==> config.mk <==
export PLATFORM = sky130hd
export DESIGN_NAME = tone_sequencer
export DESIGN_NICKNAME = d
export VERILOG_FILES = /design/src/rtl/tone_sequencer.sv
export SDC_FILE = /design/constraint.sdc
export NUM_CORES = 1
export LEC_CHECK = 0
export ABC_AREA = 1
export BUFFER_PORTS_ARGS = -buffer_cell sky130_fd_sc_hd__buf_4
export CAP_MARGIN = 20
export CORE_ASPECT_RATIO = 1.75
export CORE_MARGIN = 4
export CORE_UTILIZATION = 30
export DETAILED_ROUTE_END_ITERATION = 8
export GPL_TIMING_DRIVEN = 0
export MAX_ROUTING_LAYER = met4
export SYNTH_ARGS = -nofsm -noshare
export SYNTH_HDL_FRONTEND = slang
export SYNTH_SLANG_ARGS = --single-unit
==> constraint.sdc <==
create_clock -name clk -period 3.5 [get_ports clk]
set_input_delay 0.175 -clock clk [delete_from_list [all_inputs] [get_ports clk]]
set_output_delay 0.175 -clock clk [all_outputs]
set_load 0.02 [all_outputs]
==> src/rtl/tone_sequencer.sv <==
// tone_sequencer: queues notes and plays them one after another, each for a number of ticks followed by a silent gap
// Ports:
//   clk, rst                  clock and synchronous active-high reset
//   tick                      one-cycle time-base strobe (ignored in IDLE and LOAD)
//   note_valid/note_ready     push handshake into the note queue (ready = queue not full)
//   note_freq/wave/duty/dur   fields of the offered note
//   start, stop               begin playback / abort playback (queue kept)
//   freq_sel/wave_sel/duty_cyc registered waveform-generator controls
//   gate                      generator output audible
//   busy                      sequencer not IDLE
//   done                      one-cycle pulse when the queue runs out naturally
//   count                     queue occupancy
module tone_sequencer #(
   parameter int WIDTH     = 16,
   parameter int CNT_WIDTH = 16,
   parameter int DUR_WIDTH = 16,
   parameter int DEPTH     = 4,
   parameter int GAP_TICKS = 1
) (
   input  logic                     clk,
   input  logic                     rst,
   input  logic                     tick,
   input  logic                     note_valid,
   output logic                     note_ready,
   input  logic [WIDTH-1:0]         note_freq,
   input  logic                     note_wave,
   input  logic [CNT_WIDTH-1:0]     note_duty,
   input  logic [DUR_WIDTH-1:0]     note_dur,
   input  logic                     start,
   input  logic                     stop,
   output logic [WIDTH-1:0]         freq_sel,
   output logic                     wave_sel,
   output logic [CNT_WIDTH-1:0]     duty_cyc,
   output logic                     gate,
   output logic                     busy,
   output logic                     done,
   output logic [$clog2(DEPTH):0]   count
);
   localparam int AW = $clog2(DEPTH);
   localparam int CW = AW + 1;
   localparam int EW = WIDTH + 1 + CNT_WIDTH + DUR_WIDTH;
   localparam int GW = $clog2(GAP_TICKS + 1);
   typedef enum logic [1:0] {IDLE, LOAD, PLAY, GAP} state_t;
   state_t               state;
   logic [EW-1:0]        mem [DEPTH];
   logic [AW-1:0]        wr_ptr, rd_ptr;
   logic [WIDTH-1:0]     head_freq;
   logic                 head_wave;
   logic [CNT_WIDTH-1:0] head_duty;
   logic [DUR_WIDTH-1:0] head_dur, dur_cnt;
   logic [GW-1:0]        gap_cnt;
   logic                 push, pop;
   assign note_ready = count < CW'(DEPTH);
   assign push = note_valid && note_ready;
   // a stop during LOAD aborts before the head is consumed, so the queue is retained
   assign pop = (state == LOAD) && !stop;
   assign {head_freq, head_wave, head_duty, head_dur} = mem[rd_ptr];
   assign busy = state != IDLE;
   always_ff @(posedge clk)
      if (push) mem[wr_ptr] <= {note_freq, note_wave, note_duty, note_dur};
   always_ff @(posedge clk) begin
      if (rst) begin
         wr_ptr <= '0;
         rd_ptr <= '0;
         count  <= '0;
      end else begin
         if (push) wr_ptr <= wr_ptr + AW'(1);
         if (pop) rd_ptr <= rd_ptr + AW'(1);
         count <= count + CW'(push) - CW'(pop);
      end
   end
   always_ff @(posedge clk) begin
      if (rst) begin
         state    <= IDLE;
         freq_sel <= '0;
         wave_sel <= 1'b0;
         duty_cyc <= '0;
         gate     <= 1'b0;
         done     <= 1'b0;
         dur_cnt  <= '0;
         gap_cnt  <= '0;
      end else if (stop) begin
         state <= IDLE;
         gate  <= 1'b0;
         done  <= 1'b0;
      end else begin
         done <= 1'b0;
         case (state)
            IDLE: if (start && count != '0) state <= LOAD;
            LOAD: begin
               freq_sel <= head_freq;
               wave_sel <= head_wave;
               duty_cyc <= head_duty;
               dur_cnt  <= (head_dur == '0) ? DUR_WIDTH'(1) : head_dur;
               gate     <= 1'b1;
               state    <= PLAY;
            end
            PLAY: if (tick) begin
               dur_cnt <= dur_cnt - DUR_WIDTH'(1);
               if (dur_cnt == DUR_WIDTH'(1)) begin
                  gate    <= 1'b0;
                  gap_cnt <= GW'(GAP_TICKS);
                  state   <= GAP;
               end
            end
            GAP: if (tick) begin
               gap_cnt <= gap_cnt - GW'(1);
               if (gap_cnt == GW'(1)) begin
                  state <= (count != '0) ? LOAD : IDLE;
                  done  <= count == '0;
               end
            end
            default: state <= IDLE;
         endcase
      end
   end
endmodule
# Yosys cells after proc, flatten, opt, wreduce, memory -nomap -nowiden
# Memories as Yosys holds them, arrays and structs flattened. A register that Yosys moved wholly into a read port is not among the register bits.
# Cells that the tools add are included.
word_totals:
  register_bits: 61
  ram_bits: 196
  inputBits: 55
  out_inout_bits: 40
  wordCells: 71
  memories: 1
op_classes:
  add_sub_neg: 6
  magnitude_cmp: 1
  eq_ne: 9
  n_mux: 21
  bitwise_logic: 4
  n_reduce_logical: 18
mem_list:
  columns: ["memory", "words", "width", "rd", "rd_ports_with_merged_regs", "write_ports", "line_no", "source"]
  rows:
  - ["mem", 4, 49, 1, 1, 1, "45", "logic [EW-1:0] mem [DEPTH];"]
ops:
  columns: ["op", "count"]
  rows:
  - ["$mux 16", 2]
  - ["$pmux 16 s2", 1]
  - ["$eq 16x1->1 const B", 1]
  - ["$logic_not 16->1", 1]
  - ["$sub 16x1->16 const B", 1]
  - ["$mux 2", 7]
  - ["$ne 2x2->1 const B", 5]
  - ["$reduce_and 5->1", 2]
  - ["$mux 1", 8]
  - ["$pmux 2 s4", 1]
  - ["$reduce_and 3->1", 2]
  - ["$reduce_bool 2->1", 3]
  - ["$reduce_or 5->1", 1]
  - ["$add 2x1->2 const B", 2]
  - ["$eq 2x2->1 const B", 2]
  - ["$not 1->1", 4]
  - ["$pmux 1 s2", 2]
  - ["$add 3x1->3", 1]
  - ["$logic_and 1x1->1", 3]
  - ["$logic_not 3->1", 1]
  - ["$lt 3x3->1 const B", 1]
  - ["$reduce_bool 3->1", 1]
  - ["$sub 3x1->3", 1]
  - ["$eq 2x1->1 const B", 1]
  - ["5 further kinds", 5]

# Depth between registers and ports, before layout
# Gate-level depths: netlist (run 1).
logic_depth:
  depth_word: 5
  mapped_depth: 14

# Least setup slack after synthesis (run 1)
# Ideal clock, no wire load.
synth_timing:
  path_type: "register to register"
  startpoint: "reg count[2]"
  endpoint: "mem mem[0][0] (netlist bit) (enable)"
  t_arrival_ns: 2.865
  required_ns: 3.044
  slack_ns: 0.179
  stages_incl_launch_ff: 4
  synth_period_minus_slack_ns: 3.321
  cell_sequence: "dfxtp_1 -> inv_1 -> nand2_1 -> nor2_1"
synth_via:
  elab_chain_cells: 4
synth_rtl:
  columns: ["item", "line_no", "source"]
  rows:
  - ["from (decl)", "37", "output logic [$clog2(DEPTH):0] count"]
  - ["from (signal assigned)", "69", "count <= count + CW'(push) - CW'(pop);"]
  - ["$lt 3x3->1", "53", "assign note_ready = count < CW'(DEPTH);"]
  - ["named net note_ready", "24", "output logic note_ready,"]
  - ["$logic_and 1x1->1", "54", "assign push = note_valid && note_ready;"]
  - ["$mux 1", "60", "if (push) mem[wr_ptr] <= {note_freq, note_wave, note_duty, note_dur};"]
  - ["$mux 1 (implied by the code)", "60", null]
  - ["to (decl)", "45", null]
# The timed path passes the listed nets, and every way through them passes these cells.

# Final worst setup path (run 1)
layout_timing:
  startpoint: "reg state[1]"
  endpoint: "reg count[2]"
layout_via:
  elab_chain_cells: 3
layout_rtl:
  columns: ["item", "line_no", "source"]
  rows:
  - ["from (decl)", "44", "state_t state;"]
  - ["from (signal assigned)", "109", "state <= (count != '0) ? LOAD : IDLE;"]
  - ["$eq 2x1->1", "56", "assign pop = (state == LOAD) && !stop;"]
  - ["$logic_and 1x1->1", "56", null]
  - ["named net pop", "52", "logic push, pop;"]
  - ["$sub 3x1->3", "69", null]
# The timed path passes the listed nets, and every way through them passes these cells.
# A chain may end at the register's enable or synchronous reset.

==> results of run 1 <==
kinds of logic after synthesis:
family,after synthesis
buf+inv,143
simple gates,345
xor+xnor,3
compound gates,203
fa+ha+maj,13
flops,259
worst register-to-register path, stage by stage, from the launching register on:
cell	delay, ns
dfxtp_1	0.33
inv_1	0.11
ha_1	0.16
inv_1	0.05
nor2_2	0.43
buf_2	0.36
ha_1	0.28
inv_1	0.05
ha_1	0.13
inv_1	0.05
fa_1	0.37
o21ai_0	0.17
a21oi_1	0.05
stage by stage:
step | instances | total power, mW | worst slack (ns) | hold WS [ns]
2_1_floorplan | 966 | 5.09 | 0.179 | 0.274
3_3_place_gp | 1520 | 5.74 | -1.67 | 0.374
3_5_place_dp | 1526 | 5.81 | 0.827 | 0.379
4_1_cts | 1622 | 8.74 | 0.804 | 0.0443
5_1_grt | 1622 | 9.08 | 0.555 | 0.0720
6_report | 1622 | 8.64 | 0.845 | 0.0684
cell type report:
cell class / count / area (µm²) / share of cell area [%]
repair buffers: 152 / 1350 / 10.2
clock buffers: 35 / 724 / 5.44
multi-input cells: 564 / 2740 / 20.6
plain buffers: 49 / 258 / 1.94
inverters: 94 / 355 / 2.67
well taps: 460 / 576 / 4.32
clock inverters: 9 / 156 / 1.18
flip-flops and latches: 259 / 7150 / 53.7
cell usage after synthesis (3+ instances only):
cell      instances  area, µm²
o21ai_1          18       90.1
a21oi_1          30        150
edfxtp_1        196       5890
clkbuf_1         21       78.8
buf_6             7       78.8
buf_1             4       15.0
o21ai_0         106        531
o211ai_1          9       67.6
ha_1             12        150
xor2_1            3       26.3
nor3_1            4       20.0
buf_2            17       85.1
inv_1            90        338
nor2_1          162        608
o22ai_1          34        213
nand3_2           3       30.0
nand2_1         121        454
dfxtp_1          63       1260
nand3_1          47        235
layout by cell type (no fill, tap or decap), drive strengths merged, types with 2 or more instances in the layout:
| cell | n |
|---|---|
| clkinvlp | 2 |
| clkinv | 3 |
| bufinv | 4 |
| inv | 94 |
| nor3 | 5 |
| dfxtp | 63 |
| nand2 | 122 |
| a21oi | 31 |
| buf | 128 |
| dlygate4sd3 | 52 |
| o211ai | 9 |
| o21ai | 124 |
| edfxtp | 196 |
| o22ai | 34 |
| o31ai | 2 |
| ha | 12 |
| nand4 | 2 |
| nor2 | 165 |
| nand3 | 50 |
| clkbuf | 56 |
| xor2 | 3 |
power by group through the flow:
stage,Clock [mW],Combinational [mW],Sequential (mW)
finish,2.87,1.93,3.84
detailed placement,0,1.90,3.91
global placement,0,1.81,3.94
global route,3.04,2.16,3.88
CTS,2.93,1.95,3.85
floorplan,0,1.13,3.96
flip-flops by register name, summed over array words and instances, names as in the netlist, named ones only:
signal / count
mem: 196
wave_sel: 1
rd_ptr: 2
state: 2
dur_cnt: 16
done: 1
freq_sel: 16
gap_cnt: 1
wr_ptr: 2
count: 3
duty_cyc: 16
gate: 1
worst paths after layout:
check | end | depth (start not counted) | from | slack [ns]
hold reg to reg | gate | 2 | gate | 0.48
setup reg to reg | count[2] | 12 | state[1] | 0.84
hold / removal | state[0] | 5 | start | 0.07
setup / recovery | count[2] | 12 | state[1] | 0.84
layer usage:
| layer | vias up | wire (µm) |
|---|---|---|
| li1 | 3664 | - |
| met1 | 3584 | 10000 |
| met2 | 185 | 15600 |
| met3 | 39 | 948 |
| met4 | 0 | 645 |
| met5 | - | 0 |
what timing repair did:
item | CTS | global route
endpoints found under the hold margin | 203 | 0
hold buffers | 52 | 0
gates resized for setup | 0 | 0
buffers inserted | 0 | 0
==> results.tsv, run 1 <==
metric	value	unit
fin nets	1212	
Layout area overhead	27.1	%
cell row count	90	
final cell utilization of the core	38.6	%
GR peak layer	met2	
layout cells sized above 1	15.5	%
final period utilization	75.9	%
Pins Over Slew Limit	0	
Cell Area, Synth	0.0105	mm²
ys async rst share	0	%
Adder-Cell Fraction of Synth Area	1.63	%
number of global-route vias before repair	7513	
drt via density	4.61	
Sw Pwr	2.53	mW
syn_nets	1034	
largest family of logic cells by synthesized area	simple AND/OR/NAND/NOR gates	
worst-path fanout max	10	
CP cell instances	inv_1 > ha_1 > inv_1 > nor2_2 > buf_2 > ha_1 > inv_1 > ha_1 > inv_1 > fa_1 > o21ai_0 > a21oi_1	
final antenna-violating net count	0	
Starting Density	30.4	%
Compound-Gate Fraction of Synth Area	10.5	%
Reg power frac	44.5	%
CP max stage delay	0.43	ns
Finished Cell Area	0.0133	mm²
global-route wire length before repair	41800	µm
Fmax achieved	377	MHz
initial antenna violation count	0	
CTS root buf	clkbuf_16	
Setup TNS	0	ns
post-DP HPWL	18900	µm
Distinct cells, synth	34	
Worst EP required	3.92	ns
Slowest-stage cell, CP	nor2_2	
crit path buf inv count	5	
critical path type	register to register	
CTS tree	yes	
largest net degree at the start of global routing	27	
clk_lat worst skew	0.53	ns
power per cell area	649	mW/mm²
drt initial violations	454	
# clock sinks	259	
Int Pwr	6.11	mW
total track usage	14.6	%
Peak VDD IR	0.292	mV
Main synth FF type	edfxtp_1	
slew of the pin with the lowest slew margin	0.912	ns
hold crit path type	input port to register	
P_leak	5.31	nW
XOR/XNOR share of the synthesized area	0.251	%
core footprint	0.0345	mm²
grt ovf	0	
RSZ-0062 raised after global routing	no	
post-synthesis cell count	966	
met3 GRT Util	1.61	%
CP top delay family	adder cells	
most used cell, CP	inv_1	
H-tree levels	1	
# port buffers	94	
Worst-path clk slew	0.07	ns
Combinational Power Share	22.3	%
die height	255	µm
IO Pins	95	
Fin. Hold Viols	0	
Fillers	3412	
vias	7472	
CP Launch Type	register	
Data arrival, critical path	3.07	ns
YS warnings	0	
status	finished clean	
Routability Congestion	0.899	
Crit. End Element	register	
DP Area	0.0119	mm²
DR DRC count	0	
Mapped Avg Cell Area	10.8	µm²
Switching Fraction	29.3	%
mux share of post-synthesis cell area	0	%
final wirelength	27300	µm
clk_skew	0.0100	ns
simple-gate portion of the synthesized area	13.5	%
Synth Register Bits	259	
number of detailed-route iterations in the first pass	4	
total CTS buffers	24	
Clock power frac	33.2	%
final setup fails	0	
n_diodes	0	
Tmin final	2.66	ns
routing usage on met1	14.8	%
chip width	149	µm
DR WL/cell	16.8	µm
global routing usage on met2	28.8	%
post-synthesis sequential area ratio	68.3	%
CTS Buffer Depth	3	
Max-Cap Viols	0	
Rel. slew slack	39.1	%
DIE AREA	0.0381	mm²
Post-synth EDFFs	196	
(Power assumes the default switching activity.)
==> inputs of run 2 (changes only) <==
--- a/config.mk
+++ b/config.mk
@@ -5,7 +5,7 @@
 export SDC_FILE = /design/constraint.sdc
 export NUM_CORES = 1
 export LEC_CHECK = 0
-export ABC_AREA = 1
+export ABC_AREA = 0
 export BUFFER_PORTS_ARGS = -buffer_cell sky130_fd_sc_hd__buf_4
 export CAP_MARGIN = 20
 export CORE_ASPECT_RATIO = 1.75
==> constraint.sdc (replaced) <==
create_clock -name clk -period 2.3 [get_ports clk]
set_input_delay 0.115 -clock clk [delete_from_list [all_inputs] [get_ports clk]]
set_output_delay 0.115 -clock clk [all_outputs]
set_load 0.02 [all_outputs]
==> run 2 against run 1 <==
  * Utilization fell by 0.66 points
  * Final area down 6.1%
  * Cell count down 25%
  * Synthesized area is 4.9% lower
  * Die area shrank 4.6%
  * Worst setup slack got worse by 0.71 ns
  * Largest power group unchanged
  * Sequential cell count did not move
  * Via count down 23%
  * Sequential power is 49% higher
  * Hold slack got worse by 0.038 ns
  * Count of clock-buffer cells in the layout fell by 4
==> results.tsv, run 2 <==
metric	value	unit
status	finished clean	
final wirelength	21900	µm
CP cell instances	inv_1 > ha_2 > mux2i_2 > or2_2 > or4_1 > a32oi_1 > a21oi_1	
Peak VDD IR	0.397	mV
clk_lat worst skew	0.51	ns
DR WL/cell	18.0	µm
most frequent cells in the layout	196 x edfxtp_1, 98 x buf_4, 80 x nand2_1	
DP Area	0.0112	mm²
Min-Delay Path Depth	3	
post-synthesis cell count	620	
Distinct cells, synth	53	
IO Pins	95	
post-synth top area cell	edfxtp_1	
Crit. End Element	register	
fin nets	860	
layout cells sized above 1	26.2	%
slew of the pin with the lowest slew margin	0.829	ns
Slowest-stage cell, CP	or4_1	
Synth Register Bits	259	
critical path type	register to register	
final antenna-violating net count	0	
crit path buf inv count	1	
post-DP HPWL	14500	µm
number of detailed-route iterations in the first pass	4	
Finished Cell Area	0.0125	mm²
initial antenna violation count	2	
HP Start	stop	
Mapped Avg Cell Area	16.1	µm²
placed cell count	1119	
total CTS buffers	23	
CP max stage delay	0.48	ns
YS warnings	0	
chip width	146	µm
worst flop-to-flop path endpoint	dur_cnt[12]	
CTS Buffer Depth	3	
Tot Pwr	11.2	mW
RSZ-0062 raised after global routing	yes	
CP Launch Type	register	
# port buffers	94	
core footprint	0.0329	mm²
number of global-route vias before repair	6154	
commonest non-fill, non-tap cell in the layout	edfxtp_1	
Reg2Reg Launch Point	state[0]	
top-area cell type share of the netlist area	59.1	%
hold_ws	0.0300	ns
final setup fails	0	
Post-synth EDFFs	196	
register-to-register setup slack	0.14	ns
Cell Area, Synth	0.00996	mm²
DIE AREA	0.0363	mm²
Worst-path clk slew	0.07	ns
final period utilization	94.0	%
Max-Cap Viols	0	
power per cell area	895	mW/mm²
largest net degree at the start of global routing	50	
final cell utilization of the core	38.0	%
drt initial violations	301	
Pins Over Slew Limit	0	
Fin. Hold Viols	0	
largest register by flop count	mem	
top post-synthesis cells by area	edfxtp_1 59%, dfxtp_1 13%, mux4_2 11%	
total track usage	12.2	%
cell row count	88	
final setup margin	0.138	ns
reg2reg path depth	7	
top cells by count, synth	196 x edfxtp_1, 80 x nand2_1, 63 x dfxtp_1	
worst-path fanout max	6	
grt ovf	0	
Rel. slew slack	44.7	%
Worst EP required	2.67	ns
vias	5771	
Main synth FF type	edfxtp_1	
Largest register FFs	196	
CTS tree	yes	
Starting Density	30.3	%
post-synthesis sequential area ratio	71.7	%
worst slack, placed	-0.322	ns
DR DRC count	0	
clk_skew	0.00836	ns
Routability Congestion	0.880	
global-route wire length before repair	34100	µm
syn_nets	688	
CP top delay family	simple AND/OR/NAND/NOR gates	
Tmin final	2.16	ns
Layout area overhead	25.5	%
drt via density	4.75	
H-tree levels	1	
Fmax achieved	463	MHz
die height	249	µm
CTS root buf	clkbuf_16	
most frequent cell after synthesis	edfxtp_1	
worst hold endpoint	state[1]	
hold crit path type	input port to register	
P_leak	4.21	nW
# clock sinks	259	
Setup TNS	0	ns
ys async rst share	0	%
Final Non-Filler Cells	1215	
Data arrival, critical path	2.53	ns
==> run 2: changes by cell type after synthesis, sizes merged, moves of 15 or more <==
| cell | delta |
|---|---|
| buf | -15 |
| inv | -79 |
| a21oi | +22 |
| nand3 | -46 |
| nor2 | -141 |
| o21ai | -118 |
| mux4 | +49 |
| o22ai | -33 |
| nand2 | -42 |
==> run 2: final cells by class <==
cell class / count / area, µm²
Tap cell: 405 / 507
Multi-Input combinational cell: 317 / 2660
Clock buffer: 31 / 626
Inverter: 14 / 60.1
Clock inverter: 10 / 110
Buffer: 29 / 143
Sequential cell: 259 / 7150
Timing Repair Buffer: 148 / 1240
Fill cell: 3033 / 20400
Antenna cell: 2 / 5.00
==> run 2: power by group <==
group,leakage (nW),internal [mW],switching [mW]
logic,1.54,0.731,0.946
registers,2.31,5.55,0.163
clock network,0.362,2.15,1.65
total,4.21,8.43,2.76
==> run 2: logic make-up (layout without fill, tap and decap cells) <==
family	after synthesis	in the layout	synth area share (%)
and+or+nand+nor	153	153	7.27
adders and majority gates	13	13	1.71
buffers and inverters	44	232	1.80
xor gates and xnor gates	9	9	0.791
other	0	2	0
muxes	51	51	11.3
DFF	259	259	71.7
AOI/OAI and AO/OA	91	91	5.41
==> run 2: what timing repair did <==
item	in CTS	in global routing
hold buffers	51	0
pin swaps	1	0
buffers inserted	0	3
resized for setup	12	11
endpoints found under the setup margin	12	11
hold endpoints to repair	198	0
==> run 2: layer usage <==
layer  wire length, µm  GRT usage (%)
met2             12400           23.3
met5                 0              -
met4               548           4.21
met1              8110           12.5
met3               909           2.07
==> run 2: worst reg2reg max path: cells and delay by family, from the launching register on <==
kind / cells / cell delay, ns
muxes: 1 / 0.18
DFF: 1 / 0.38
and+or+nand+nor: 2 / 0.82
adders and majority gates: 1 / 0.26
AOI/OAI and AO/OA: 2 / 0.28
buffers and inverters: 1 / 0.11
==> run 2: how the worst max path moves through the flow <==
stage,cells after the start,startpoint,slack [ns],endpoint
after floorplan,13,state[1],0.08,count[2]
after global placement,13,state[1],-0.32,count[2]
after detailed placement,13,state[1],-0.32,count[2]
after CTS,13,state[1],-0.04,count[2]
after global routing,12,state[1],-0.01,count[2]
final,7,state[0],0.14,dur_cnt[12]
